<file path="config.mk">
export PLATFORM = sky130hd
export DESIGN_NAME = ipm2l_hsstlp_lane_rst_fsm_v1_0
export DESIGN_NICKNAME = d
export VERILOG_FILES = /design/src/rtl/ipm2l_hsstlp_lane_rst_fsm_v1_0.sv
export SDC_FILE = /design/constraint.sdc
export NUM_CORES = 1
export LEC_CHECK = 0
export CORE_UTILIZATION = 35
export CTS_CLUSTER_DIAMETER = 100
export DETAILED_ROUTE_END_ITERATION = 10
export REMOVE_ABC_BUFFERS = 1
export SYNTH_ARGS = -nofsm -noshare
export SYNTH_HDL_FRONTEND = slang
export SYNTH_SLANG_ARGS = --single-unit
</file>
<file path="constraint.sdc">
create_clock -name clk -period 2.35 [get_ports clk]
set_input_delay 0.47 -clock clk [delete_from_list [all_inputs] [get_ports clk]]
set_output_delay 0.47 -clock clk [all_outputs]
set_load 0.05 [all_outputs]
</file>
<file path="src/rtl/ipm2l_hsstlp_lane_rst_fsm_v1_0.sv">
// Lane reset sequencer: PLL-done -> lane power-up -> TX reset -> RX reset -> CDR qualify.
// Optional CDR alignment timeout retry enabled by macro IPM2L_HSSTLP_LANE_CDR_TIMEOUT_EN.
module ipm2l_hsstlp_lane_rst_fsm_v1_0 #(
    parameter int FREE_CLOCK_FREQ = 100
) (
    input  logic clk,
    input  logic rst_n,
    input  logic i_pll_done,
    input  logic i_cdr_align,
    output logic P_LANE_PD,
    output logic P_TX_RST,
    output logic P_RX_RST,
    output logic o_txlane_done,
    output logic o_rxlane_done
);

    localparam logic [15:0] LANE_PD_CNTR_VALUE    = 16'(2 * (10 * FREE_CLOCK_FREQ));
    localparam logic [15:0] TX_RST_CNTR_VALUE     = 16'(2 * (1 * FREE_CLOCK_FREQ));
    localparam logic [15:0] RX_RST_CNTR_VALUE     = 16'(2 * (1 * FREE_CLOCK_FREQ));
    localparam logic [15:0] CDR_STABLE_CNTR_VALUE = 16'(2 * (5 * FREE_CLOCK_FREQ));
`ifdef IPM2L_HSSTLP_LANE_CDR_TIMEOUT_EN
    localparam logic [15:0] CDR_TIMEOUT_CNTR_VALUE = 16'(2 * (50 * FREE_CLOCK_FREQ));
`endif

    typedef enum logic [2:0] {
        IDLE     = 3'd0,
        LANE_PD  = 3'd1,
        TX_RST   = 3'd2,
        RX_RST   = 3'd3,
        WAIT_CDR = 3'd4,
        DONE     = 3'd5
    } state_t;

    state_t      state;
    state_t      state_nxt;
    logic [15:0] cntr;
    logic [15:0] cntr_nxt;
    logic        cdr_meta;
    logic        cdr_sync;
    logic        lane_pd_nxt;
    logic        tx_rst_nxt;
    logic        rx_rst_nxt;
    logic        txlane_done_nxt;
    logic        rxlane_done_nxt;
`ifdef IPM2L_HSSTLP_LANE_CDR_TIMEOUT_EN
    logic [15:0] tmo_cntr;
    logic [15:0] tmo_cntr_nxt;
`endif

    // i_cdr_align comes straight from the analog CDR, so it is double-registered
    always_ff @(posedge clk or negedge rst_n) begin
        if (!rst_n) begin
            cdr_meta <= 1'b0;
            cdr_sync <= 1'b0;
        end else begin
            cdr_meta <= i_cdr_align;
            cdr_sync <= cdr_meta;
        end
    end

    always_ff @(posedge clk or negedge rst_n) begin
        if (!rst_n) begin
            state         <= IDLE;
            cntr          <= 16'd0;
            P_LANE_PD     <= 1'b1;
            P_TX_RST      <= 1'b1;
            P_RX_RST      <= 1'b1;
            o_txlane_done <= 1'b0;
            o_rxlane_done <= 1'b0;
        end else begin
            state         <= state_nxt;
            cntr          <= cntr_nxt;
            P_LANE_PD     <= lane_pd_nxt;
            P_TX_RST      <= tx_rst_nxt;
            P_RX_RST      <= rx_rst_nxt;
            o_txlane_done <= txlane_done_nxt;
            o_rxlane_done <= rxlane_done_nxt;
        end
    end

`ifdef IPM2L_HSSTLP_LANE_CDR_TIMEOUT_EN
    always_ff @(posedge clk or negedge rst_n) begin
        if (!rst_n) begin
            tmo_cntr <= 16'd0;
        end else begin
            tmo_cntr <= tmo_cntr_nxt;
        end
    end

    // Held at zero outside WAIT_CDR, which doubles as the clear on entry
    always_comb begin
        tmo_cntr_nxt = 16'd0;
        if (state == WAIT_CDR && state_nxt == WAIT_CDR) begin
            tmo_cntr_nxt = tmo_cntr + 16'd1;
        end
    end
`endif

    always_comb begin
        state_nxt       = state;
        cntr_nxt        = cntr;
        lane_pd_nxt     = P_LANE_PD;
        tx_rst_nxt      = P_TX_RST;
        rx_rst_nxt      = P_RX_RST;
        txlane_done_nxt = o_txlane_done;
        rxlane_done_nxt = o_rxlane_done;

        // Losing PLL lock overrides every other transition
        if (state != IDLE && !i_pll_done) begin
            state_nxt       = IDLE;
            cntr_nxt        = 16'd0;
            lane_pd_nxt     = 1'b1;
            tx_rst_nxt      = 1'b1;
            rx_rst_nxt      = 1'b1;
            txlane_done_nxt = 1'b0;
            rxlane_done_nxt = 1'b0;
        end else begin
            case (state)
                IDLE: begin
                    cntr_nxt        = 16'd0;
                    lane_pd_nxt     = 1'b1;
                    tx_rst_nxt      = 1'b1;
                    rx_rst_nxt      = 1'b1;
                    txlane_done_nxt = 1'b0;
                    rxlane_done_nxt = 1'b0;
                    if (i_pll_done) begin
                        state_nxt = LANE_PD;
                    end
                end
                LANE_PD: begin
                    if (cntr == LANE_PD_CNTR_VALUE) begin
                        state_nxt   = TX_RST;
                        cntr_nxt    = 16'd0;
                        lane_pd_nxt = 1'b0;
                    end else begin
                        cntr_nxt = cntr + 16'd1;
                    end
                end
                TX_RST: begin
                    if (cntr == TX_RST_CNTR_VALUE) begin
                        state_nxt       = RX_RST;
                        cntr_nxt        = 16'd0;
                        tx_rst_nxt      = 1'b0;
                        txlane_done_nxt = 1'b1;
                    end else begin
                        cntr_nxt = cntr + 16'd1;
                    end
                end
                RX_RST: begin
                    rx_rst_nxt      = 1'b1;
                    rxlane_done_nxt = 1'b0;
                    if (cntr == RX_RST_CNTR_VALUE) begin
                        state_nxt  = WAIT_CDR;
                        cntr_nxt   = 16'd0;
                        rx_rst_nxt = 1'b0;
                    end else begin
                        cntr_nxt = cntr + 16'd1;
                    end
                end
                WAIT_CDR: begin
                    // Only an unbroken run of aligned cycles qualifies the lane
                    if (!cdr_sync) begin
                        cntr_nxt = 16'd0;
                    end else if (cntr == CDR_STABLE_CNTR_VALUE) begin
                        state_nxt       = DONE;
                        cntr_nxt        = 16'd0;
                        rxlane_done_nxt = 1'b1;
                    end else begin
                        cntr_nxt = cntr + 16'd1;
                    end
`ifdef IPM2L_HSSTLP_LANE_CDR_TIMEOUT_EN
                    if (state_nxt == WAIT_CDR && tmo_cntr == CDR_TIMEOUT_CNTR_VALUE) begin
                        state_nxt       = RX_RST;
                        cntr_nxt        = 16'd0;
                        rx_rst_nxt      = 1'b1;
                        rxlane_done_nxt = 1'b0;
                    end
`endif
                end
                DONE: begin
                    if (!cdr_sync) begin
                        state_nxt       = RX_RST;
                        cntr_nxt        = 16'd0;
                        rx_rst_nxt      = 1'b1;
                        rxlane_done_nxt = 1'b0;
                    end
                end
                default: begin
                    state_nxt       = IDLE;
                    cntr_nxt        = 16'd0;
                    lane_pd_nxt     = 1'b1;
                    tx_rst_nxt      = 1'b1;
                    rx_rst_nxt      = 1'b1;
                    txlane_done_nxt = 1'b0;
                    rxlane_done_nxt = 1'b0;
                end
            endcase
        end
    end

endmodule

</file>
==> flow_metrics.py, run 1 <==
metrics = {
    "outcome": {
        "status": "finished, final reports clean",
    },
    "clock_tree": {
        "post_cts_buffers": 0,
        "cts-resized-gates": 0,
        "path_clk_slew_ps": 100,
        "clk_path_buf_depth": 2,
        "htreeDepth": 1,
        "clk_latency_ps": 270,
        "cts_tree": "yes",
        "clockRootBuffer": "clkbuf_8",
        "cts_buffers": 3,
        "cts_hold_buf": 0,
        "clkSinkCount": 26,
    },
    "die": {
        "rows": 24,
        "pin_count": 9,
        "fp.dieH_um": 69.0,
        "dieWidth_um": 69.0,
        "core-area_um2": 4320,
        "start_util": 0.363,
        "die_area_um2": 4760,
    },
    "logic_synthesis": {
        "synth_edf_count": 0,
        "yosysSeqAreaShare": 0.416,
        "synth.avg_cell_area_um2": 9.58,
        "syn-cell-area_um2": 1570,
        "ys_seq_elements": 26,
        "synth_async_sr_flop_share": 1.00,
        "synth_flop_cell": "dfrtp_1",
        "ys_types": 46,
        "yosys_warnings": 0,
        "syn_inst": 164,
    },
    "power_and_ir_drop": {
        "switching_share": 0.351,
        "vdd_drop_max_mv": 0.322,
        "combinationalPowerShare": 0.331,
        "leakagePower_nw": 0.706,
        "power_frac_seq": 0.396,
        "switching_power_mw": 0.490,
        "cellPowerDensity_nw_per_um2": 777,
        "intPower_mw": 0.905,
        "p_clk_frac": 0.273,
    },
    "place": {
        "dp_hpwl_um": 2430,
        "port_buffers": 8,
        "dp_cells": 223,
        "gp_congestion": 0.799,
    },
    "critical_path": {
        "reg2reg_setup_slack_ps": 160,
        "setup.worst_path.end_class": "register",
        "timing.rr.end": "cntr[13]",
        "reg2regPathDepth": 7,
        "worst_setup_path_start_kind": "register",
        "required_ps": 2510,
        "r2r_start": "cntr[0]",
        "path_class": "register to register",
        "critPathMaxFanout": 12,
        "cp.arrival_ps": 2350,
    },
    "timing": {
        "rsz0062_at_grt": "false",
        "tns_ps": 0,
        "maxSlewHeadroom": 0.666,
        "clock.fmax_mhz": 457,
        "finalCritPeriodShare": 0.930,
        "skew_ps": 2.12,
        "min_period_ps": 2190,
        "setup_viol": 0,
        "hold_violations": 0,
        "worstMarginPinSlew_ps": 500,
        "slew_violations": 0,
    },
    "routing": {
        "drtPass1Iterations": 4,
        "avgViaCountPerCell": 5.68,
        "drt_wl_total_um": 3380,
        "wl_per_cell_um": 14.9,
        "drt_iter0_drc": 72,
        "drtAntennaViolNets": 0,
        "drc": 0,
        "route.vias.total": 1290,
    },
    "cells_and_area": {
        "insertedDiodeCount": 0,
        "nFillCells": 416,
        "instances_no_fill": 227,
        "final_cell_mix": "23 x dfrtp_1, 18 x nor2_1, 11 x nand2_1, 9 x nor3_1, 9 x nand3_1",
        "drive_above_1_share": 0.103,
        "nNetsFinal": 184,
        "area_growth_pct": 14.2,
        "final_common_cell": "dfrtp_1",
    },
    "min_path": {
        "worstHoldStart": "cdr_meta",
        "whs_path_depth": 0,
        "min_to": "cdr_sync",
        "hold_path.class": "register to register",
    },
    "flow_run": {
        "maxCapViolCount": 0,
    },
    "global_route": {
        "antenna_found_initial": 0,
        "grt_pass1_vias": 1275,
        "track_usage": 0.147,
        "overflow": 0,
        "grt_first_pass_wirelength_um": 5870,
        "grt_max_degree": 27,
    },
}
[worst max-delay path: stages, from the launching register on]
cell and delay, ps:
dfrtp_1 440, inv_1 80, ha_1 140, nor4b_2 290, nand2_1 150, o311ai_4 480
a31o_2 400, nor2_1 90
[per-layer routing]
metal,track usage,part of all wire,vias up
met5,0,0,-
li1,-,-,621
met1,0.191,0.47,637
met4,0.0272,0.0080,0
met2,0.259,0.49,28
met3,0.0234,0.028,4
[sequential cells by signal, indices dropped and copies added (netlist names)]
register and flops:
P_RX_RST 1, P_TX_RST 1, state 3, cdr_meta 1
cdr_sync 1, P_LANE_PD 1, cntr 16, o_rxlane_done 1
o_txlane_done 1
[kinds of logic after synthesis]
| group | synth area share |
|---|---|
| AO/OA/AOI/OAI | 0.189 |
| XOR/XNOR | 0.0669 |
| adder cells (fa/ha/maj) | 0.0318 |
| buffers and inverters | 0.0438 |
| flip-flops | 0.416 |
| multiplexers | 0.00637 |
| AND/OR/NAND/NOR | 0.246 |
[stage by stage]
stage | util | area, um^2 | power (mW) | worst slack (ps) | hold slack, ps
floorplan | - | 1530 | 0.887 | 527 | 174
global placement | 0.398 | 1720 | 1.01 | 164 | 338
detailed placement | 0.398 | 1720 | 1.02 | 99.3 | 335
CTS | 0.415 | 1790 | 1.40 | 169 | 358
global route | 0.415 | 1790 | 1.47 | 36.2 | 384
finish | 0.415 | 1790 | 1.39 | 164 | 359
[power by group through the flow]
stage	sequential, mW	combinational [mW]	clock [mW]
after floorplan	0.576	0.311	0
after global placement	0.559	0.451	0
after detailed placement	0.561	0.463	0
after CTS	0.551	0.464	0.385
after global routing	0.562	0.503	0.409
final	0.552	0.462	0.381
[worst max path at each step]
stage	from	slack, ps	to
after floorplan	state[1]	530	cntr[12]
after detailed placement	i_pll_done	100	cntr[12]
after global routing	cntr[0]	40	cntr[4]
after CTS	cntr[0]	170	cntr[5]
final	cntr[0]	160	cntr[13]
after global placement	i_pll_done	160	cntr[12]
[layout make-up]
class | instances | area, um^2 | area share
multi-input combinational | 123 | 848 | 0.473
tap | 52 | 65.1 | 0.0363
clock inverter | 1 | 30.0 | 0.0167
inverter | 8 | 30.0 | 0.0167
clock buffer | 3 | 41.3 | 0.0230
timing repair buffer | 14 | 125 | 0.0697
sequential | 26 | 654 | 0.365
[cell usage after synthesis (all sizes together), types with 2 or more instances]
master / n / area, um^2
a2111oi: 4 / 53.8
nand2: 11 / 41.3
a21oi: 6 / 33.8
a211oi: 5 / 37.5
o31ai: 2 / 15.0
and4: 4 / 35.0
nand3: 9 / 45.0
nor2: 18 / 67.6
ha: 4 / 50.1
a21o: 3 / 22.5
nor3: 9 / 45.0
nand4: 2 / 12.5
dfrtp: 23 / 576
inv: 7 / 26.3
buf: 5 / 31.3
o21ai: 4 / 20.0
nor2b: 6 / 37.5
dfstp: 3 / 78.8
clkbuf: 2 / 7.51
xor2: 7 / 61.3
a31o: 2 / 17.5
and2: 2 / 12.5
nor4: 2 / 12.5
nor4bb: 2 / 20.0
xnor2: 5 / 43.8
Power figures use the tool's default switching activity.
==> run 2, diff against run 1 <==
Clock period 2.35 ns to 2.8 ns, I/O delays scaled along.
==> run 2 against run 1 <==
  * Sequential share of layout area grew 0.46 points
  * Flip-flop and latch count unchanged
  * Clock power down 18%
  * Combinational power shrank 15%
  * First-iteration DRC count increased by 100%
  * Core utilization down 0.52 points
  * Routed wire length fell by 4.4%
  * Via count is 3.9% lower
  * Non-clock buffer count shrank 3
  * Cell count down 1.3%
  * Cell area shrank 1.3%
  * Critical path depth decreased by 1
==> flow_metrics.py, run 2 (synthesis gave the netlist of run 1 again) <==
metrics = {
    "global_route": {
        "grt_pass1_vias": 1197,
        "grt_first_pass_wirelength_um": 5680,
        "antenna_found_initial": 0,
        "grt_max_degree": 27,
        "overflow": 0,
        "track_usage": 0.144,
    },
    "critical_path": {
        "r2r_start": "cntr[0]",
        "critPathMaxFanout": 11,
        "setup.worst_path.end_class": "register",
        "reg2reg_setup_slack_ps": 630,
        "required_ps": 3020,
        "worst_setup_path_start_kind": "input port",
        "reg2regPathDepth": 7,
        "timing.rr.end": "cntr[3]",
        "cp.arrival_ps": 2460,
        "path_class": "input port to register",
    },
    "min_path": {
        "worstHoldStart": "cdr_meta",
        "min_to": "cdr_sync",
        "hold_path.class": "register to register",
        "whs_path_depth": 0,
    },
    "clock_tree": {
        "htreeDepth": 1,
        "cts-resized-gates": 0,
        "clk_path_buf_depth": 2,
        "cts_hold_buf": 0,
        "clkSinkCount": 26,
        "post_cts_buffers": 0,
        "cts_buffers": 3,
        "clk_latency_ps": 270,
        "path_clk_slew_ps": 100,
        "cts_tree": "yes",
        "clockRootBuffer": "clkbuf_8",
    },
    "routing": {
        "wl_per_cell_um": 14.4,
        "avgViaCountPerCell": 5.54,
        "drt_iter0_drc": 146,
        "route.vias.total": 1240,
        "drtPass1Iterations": 4,
        "drc": 0,
        "drtAntennaViolNets": 0,
        "drt_wl_total_um": 3230,
    },
    "die": {
        "rows": 24,
        "dieWidth_um": 69.0,
        "die_area_um2": 4760,
        "pin_count": 9,
        "start_util": 0.363,
        "core-area_um2": 4320,
        "fp.dieH_um": 69.0,
    },
    "power_and_ir_drop": {
        "vdd_drop_max_mv": 0.486,
        "cellPowerDensity_nw_per_um2": 654,
        "leakagePower_nw": 0.691,
        "power_mw": 1.16,
    },
    "timing": {
        "hold_violations": 0,
        "maxSlewHeadroom": 0.673,
        "rsz0062_at_grt": "false",
        "min_period_ps": 2240,
        "clock.fmax_mhz": 446,
        "slew_violations": 0,
        "setup_viol": 0,
        "skew_ps": 12.3,
        "finalCritPeriodShare": 0.801,
        "worstMarginPinSlew_ps": 488,
        "setup_ws_ps": 558,
        "tns_ps": 0,
    },
    "flow_run": {
        "maxCapViolCount": 0,
    },
    "cells_and_area": {
        "final_cell_mix": "23 x dfrtp_1, 18 x nor2_1, 11 x nand2_1, 9 x nor3_1, 9 x nand3_1",
        "regMostFlops": "cntr",
        "largest_reg_flops": 16,
        "top_regs": "cntr x16, state x3",
        "area_growth_pct": 12.7,
        "final_area_um2": 1770,
        "nFillCells": 437,
        "multiInputGateArea_um2": 848,
        "nNetsFinal": 181,
        "seq_area_um2": 654,
        "final_common_cell": "dfrtp_1",
        "insertedDiodeCount": 0,
        "finalCoreUtilization": 0.410,
        "drive_above_1_share": 0.0872,
    },
    "place": {
        "gp_congestion": 0.813,
        "dpl_worst_slack_ps": 286,
        "port_buffers": 8,
        "dp_hpwl_um": 2300,
        "placed_area_um2": 1700,
    },
    "outcome": {
        "status": "finished, final reports clean",
    },
}
-- run 2: cell count changes in the layout (fill, tap and decap cells not counted) --
cell	before	now
buf_4	6	3
-- run 2: critical path, cell delays in order --
cell and delay, ps:
clkdlybuf4s50_1 510, and4b_1 300, and2_1 290, or3_1 410, o31ai_1 220, a22o_1 160
-- run 2: where the power goes --
part           total (mW)  internal [mW]  switching (mW)
clock network       0.313          0.191           0.122
logic               0.391          0.156           0.235
registers           0.454          0.411          0.0432
total                1.16          0.758           0.400
-- run 2: routing by layer --
metal / global-route usage / vias to the layer above / wire [um] / part of all wire
li1: - / 617 / - / -
met1: 0.200 / 588 / 1570 / 0.49
met2: 0.241 / 33 / 1520 / 0.47
met3: 0.0307 / 2 / 125 / 0.039
met4: 0.0136 / 0 / 14 / 0.0043
met5: 0 / - / 0 / 0
-- run 2: how the worst max path moves through the flow --
| stage | slack (ps) | from | cells past startpoint | to |
|---|---|---|---|---|
| after floorplan | 980 | state[1] | 5 | cntr[12] |
| after global placement | 370 | i_pll_done | 6 | cntr[12] |
| after detailed placement | 290 | i_pll_done | 6 | cntr[12] |
| after CTS | 580 | i_pll_done | 6 | cntr[12] |
| after global routing | 450 | i_pll_done | 6 | cntr[3] |
| final | 560 | i_pll_done | 6 | cntr[12] |
-- run 2: stage by stage --
step           cells  hold slack, ps
2_1_floorplan    157             264
3_3_place_gp     220             336
3_5_place_dp     220             336
4_1_cts          224             370
5_1_grt          224             386
6_report         224             363
-- run 2: area by class of cell --
cell class	count	share of cell area
Clock buffer	3	0.0233
Clock inverter	1	0.0169
Inverter	8	0.0169
Multi-Input combinational cell	123	0.479
Sequential cell	26	0.369
Tap cell	52	0.0367
Timing Repair Buffer	11	0.0579
==> run 3, diff against run 2 <==
Clock period 2.8 ns to 1.9 ns, I/O delays scaled along.
==> run 3 against run 2 <==
  * Clock skew is 9.8 ps lower
  * Largest power group is now combinational logic
  * The flow now finishes with violations (setup timing)
  * Largest cell class unchanged
  * Critical path type is now register to register
  * Sequential share of layout area is 5.5 points lower
  * Routed wire length is 20% higher
  * Combinational power is 130% higher
  * Via count is 12% higher
  * Sequential power is 48% higher
  * Flip-flop and latch count stayed put
==> flow_metrics.py, run 3 (synthesis gave the netlist of run 1 again) <==
metrics = {
    "clock_tree": {
        "path_clk_slew_ps": 90,
        "htreeDepth": 1,
        "clk_path_buf_depth": 2,
        "cts_hold_buf": 0,
        "clockRootBuffer": "clkbuf_8",
        "cts_tree": "yes",
        "clkSinkCount": 26,
        "cts_buffers": 3,
        "clk_latency_ps": 280,
    },
    "die": {
        "rows": 24,
        "pin_count": 9,
        "start_util": 0.363,
        "dieWidth_um": 69.0,
        "core-area_um2": 4320,
        "die_area_um2": 4760,
        "fp.dieH_um": 69.0,
    },
    "global_route": {
        "overflow": 0,
        "grt_max_degree": 27,
        "antenna_found_initial": 0,
        "grt_first_pass_wirelength_um": 6730,
        "grt_pass1_vias": 1491,
        "track_usage": 0.172,
    },
    "routing": {
        "drtAntennaViolNets": 0,
        "drtPass1Iterations": 4,
        "route.vias.total": 1387,
        "drc": 0,
        "avgViaCountPerCell": 5.44,
        "drt_iter0_drc": 102,
        "drt_wl_total_um": 3870,
        "wl_per_cell_um": 15.2,
    },
    "cells_and_area": {
        "finalCoreUtilization": 0.483,
        "multiInputGateArea_um2": 950,
        "final_cell_mix": "36 x buf_4, 21 x dfrtp_1, 18 x nor2_1, 10 x nand2_1, 9 x nand3_1",
        "drive_above_1_share": 0.335,
        "insertedDiodeCount": 0,
        "regMostFlops": "cntr",
        "area_growth_pct": 33.0,
        "nNetsFinal": 212,
        "largest_reg_flops": 16,
        "nFillCells": 406,
        "final_common_cell": "buf_4",
        "top_regs": "cntr x16, state x3",
        "seq_area_um2": 657,
    },
    "timing": {
        "clock.fmax_mhz": 503,
        "skew_ps": 2.48,
        "finalCritPeriodShare": 1.05,
        "worstMarginPinSlew_ps": 495,
        "min_period_ps": 1990,
        "setup_viol": 2,
        "slew_violations": 0,
        "timing.hold.ws_ps": 355,
        "maxSlewHeadroom": 0.669,
        "hold_violations": 0,
        "setup_ws_ps": -86.6,
        "tns_ps": -125,
        "rsz0062_at_grt": "true",
    },
    "power_and_ir_drop": {
        "intPower_mw": 1.25,
        "power_mw": 1.95,
        "vdd_drop_max_mv": 0.278,
        "switching_share": 0.359,
        "p_clk_frac": 0.190,
        "power_frac_seq": 0.343,
        "cellPowerDensity_nw_per_um2": 934,
        "combinationalPowerShare": 0.467,
        "leakagePower_nw": 0.873,
        "switching_power_mw": 0.701,
    },
    "critical_path": {
        "r2r_start": "cntr[1]",
        "worst_setup_path_start_kind": "register",
        "crit_family": "compound AO/OA/AOI/OAI gates",
        "required_ps": 2060,
        "path_class": "register to register",
        "cp.arrival_ps": 2150,
        "crit_start": "cntr[1]",
        "critPathMaxFanout": 5,
        "crit_chain": "inv_2 > ha_4 > nor4b_4 > buf_4 > nand2_4 > o311ai_4 > buf_6 > a21oi_4 > a221o_1",
        "setup.worst_path.end_class": "register",
        "critPathBufInv": 3,
        "cpMaxStageDelayCell": "dfrtp_1",
        "cpPeakStageDelay_ps": 400,
    },
    "outcome": {
        "status": "finished with violations",
        "failed_checks": "setup timing",
    },
    "min_path": {
        "worstHoldStart": "cdr_meta",
        "hold_path.class": "register to register",
    },
    "place": {
        "gp_congestion": 0.866,
        "port_buffers": 8,
        "dp_hpwl_um": 2730,
    },
    "flow_run": {
        "maxCapViolCount": 0,
    },
}
run 3: per-layer routing:
metal	vias up	part of all wire	wire length [um]	track usage
li1	674	-	-	-
met4	0	0.012	46	0.0680
met1	681	0.44	1690	0.203
met2	27	0.53	2040	0.309
met5	-	0	0	0
met3	5	0.025	95	0.0292
run 3: worst paths after layout:
check                                end  slack [ps]  depth (start not counted)
worst max-delay path             cntr[2]         -90                          9
worst min-delay path            cdr_sync         360                          0
worst max register to register   cntr[2]         -90                          9
worst min register to register  cdr_sync         360                          0
max in group asynchronous       P_TX_RST        1110                          2
min in group asynchronous       state[1]         470                          2
run 3: per-stage QoR:
stage | cell area [um^2] | setup WS (ps) | cells
floorplan | 1530 | 77.2 | 157
global placement | 1890 | -223 | 247
detailed placement | 1890 | -218 | 247
CTS | 2030 | -47.0 | 252
global route | 2090 | -164 | 255
finish | 2090 | -86.6 | 255
run 3: area by class of cell:
cell class | count | area share
clock buffer | 4 | 0.0263
inverter | 8 | 0.0144
multi-input combinational | 123 | 0.454
sequential | 26 | 0.314
tap | 52 | 0.0311
timing repair buffer | 42 | 0.159
run 3: worst reg2reg max path: stages, from the launching register on:
cell	delay (ps)
dfrtp_1	400
inv_2	80
ha_4	120
nor4b_4	250
buf_4	180
nand2_4	50
o311ai_4	230
buf_6	160
a21oi_4	70
a221o_1	340
run 3: what timing repair did:
action,CTS,global route
endpoints found under the setup margin,19,19
setup buffers,1,3
pin swaps,4,5
resized for setup,16,12
run 3: power groups by stage:
stage / sequential (mW) / combinational [mW] / clock [mW]
after floorplan: 0.713 / 0.384 / 0
after global placement: 0.667 / 0.725 / 0
after detailed placement: 0.671 / 0.743 / 0
after CTS: 0.669 / 0.853 / 0.385
after global routing: 0.676 / 0.992 / 0.399
final: 0.670 / 0.911 / 0.371
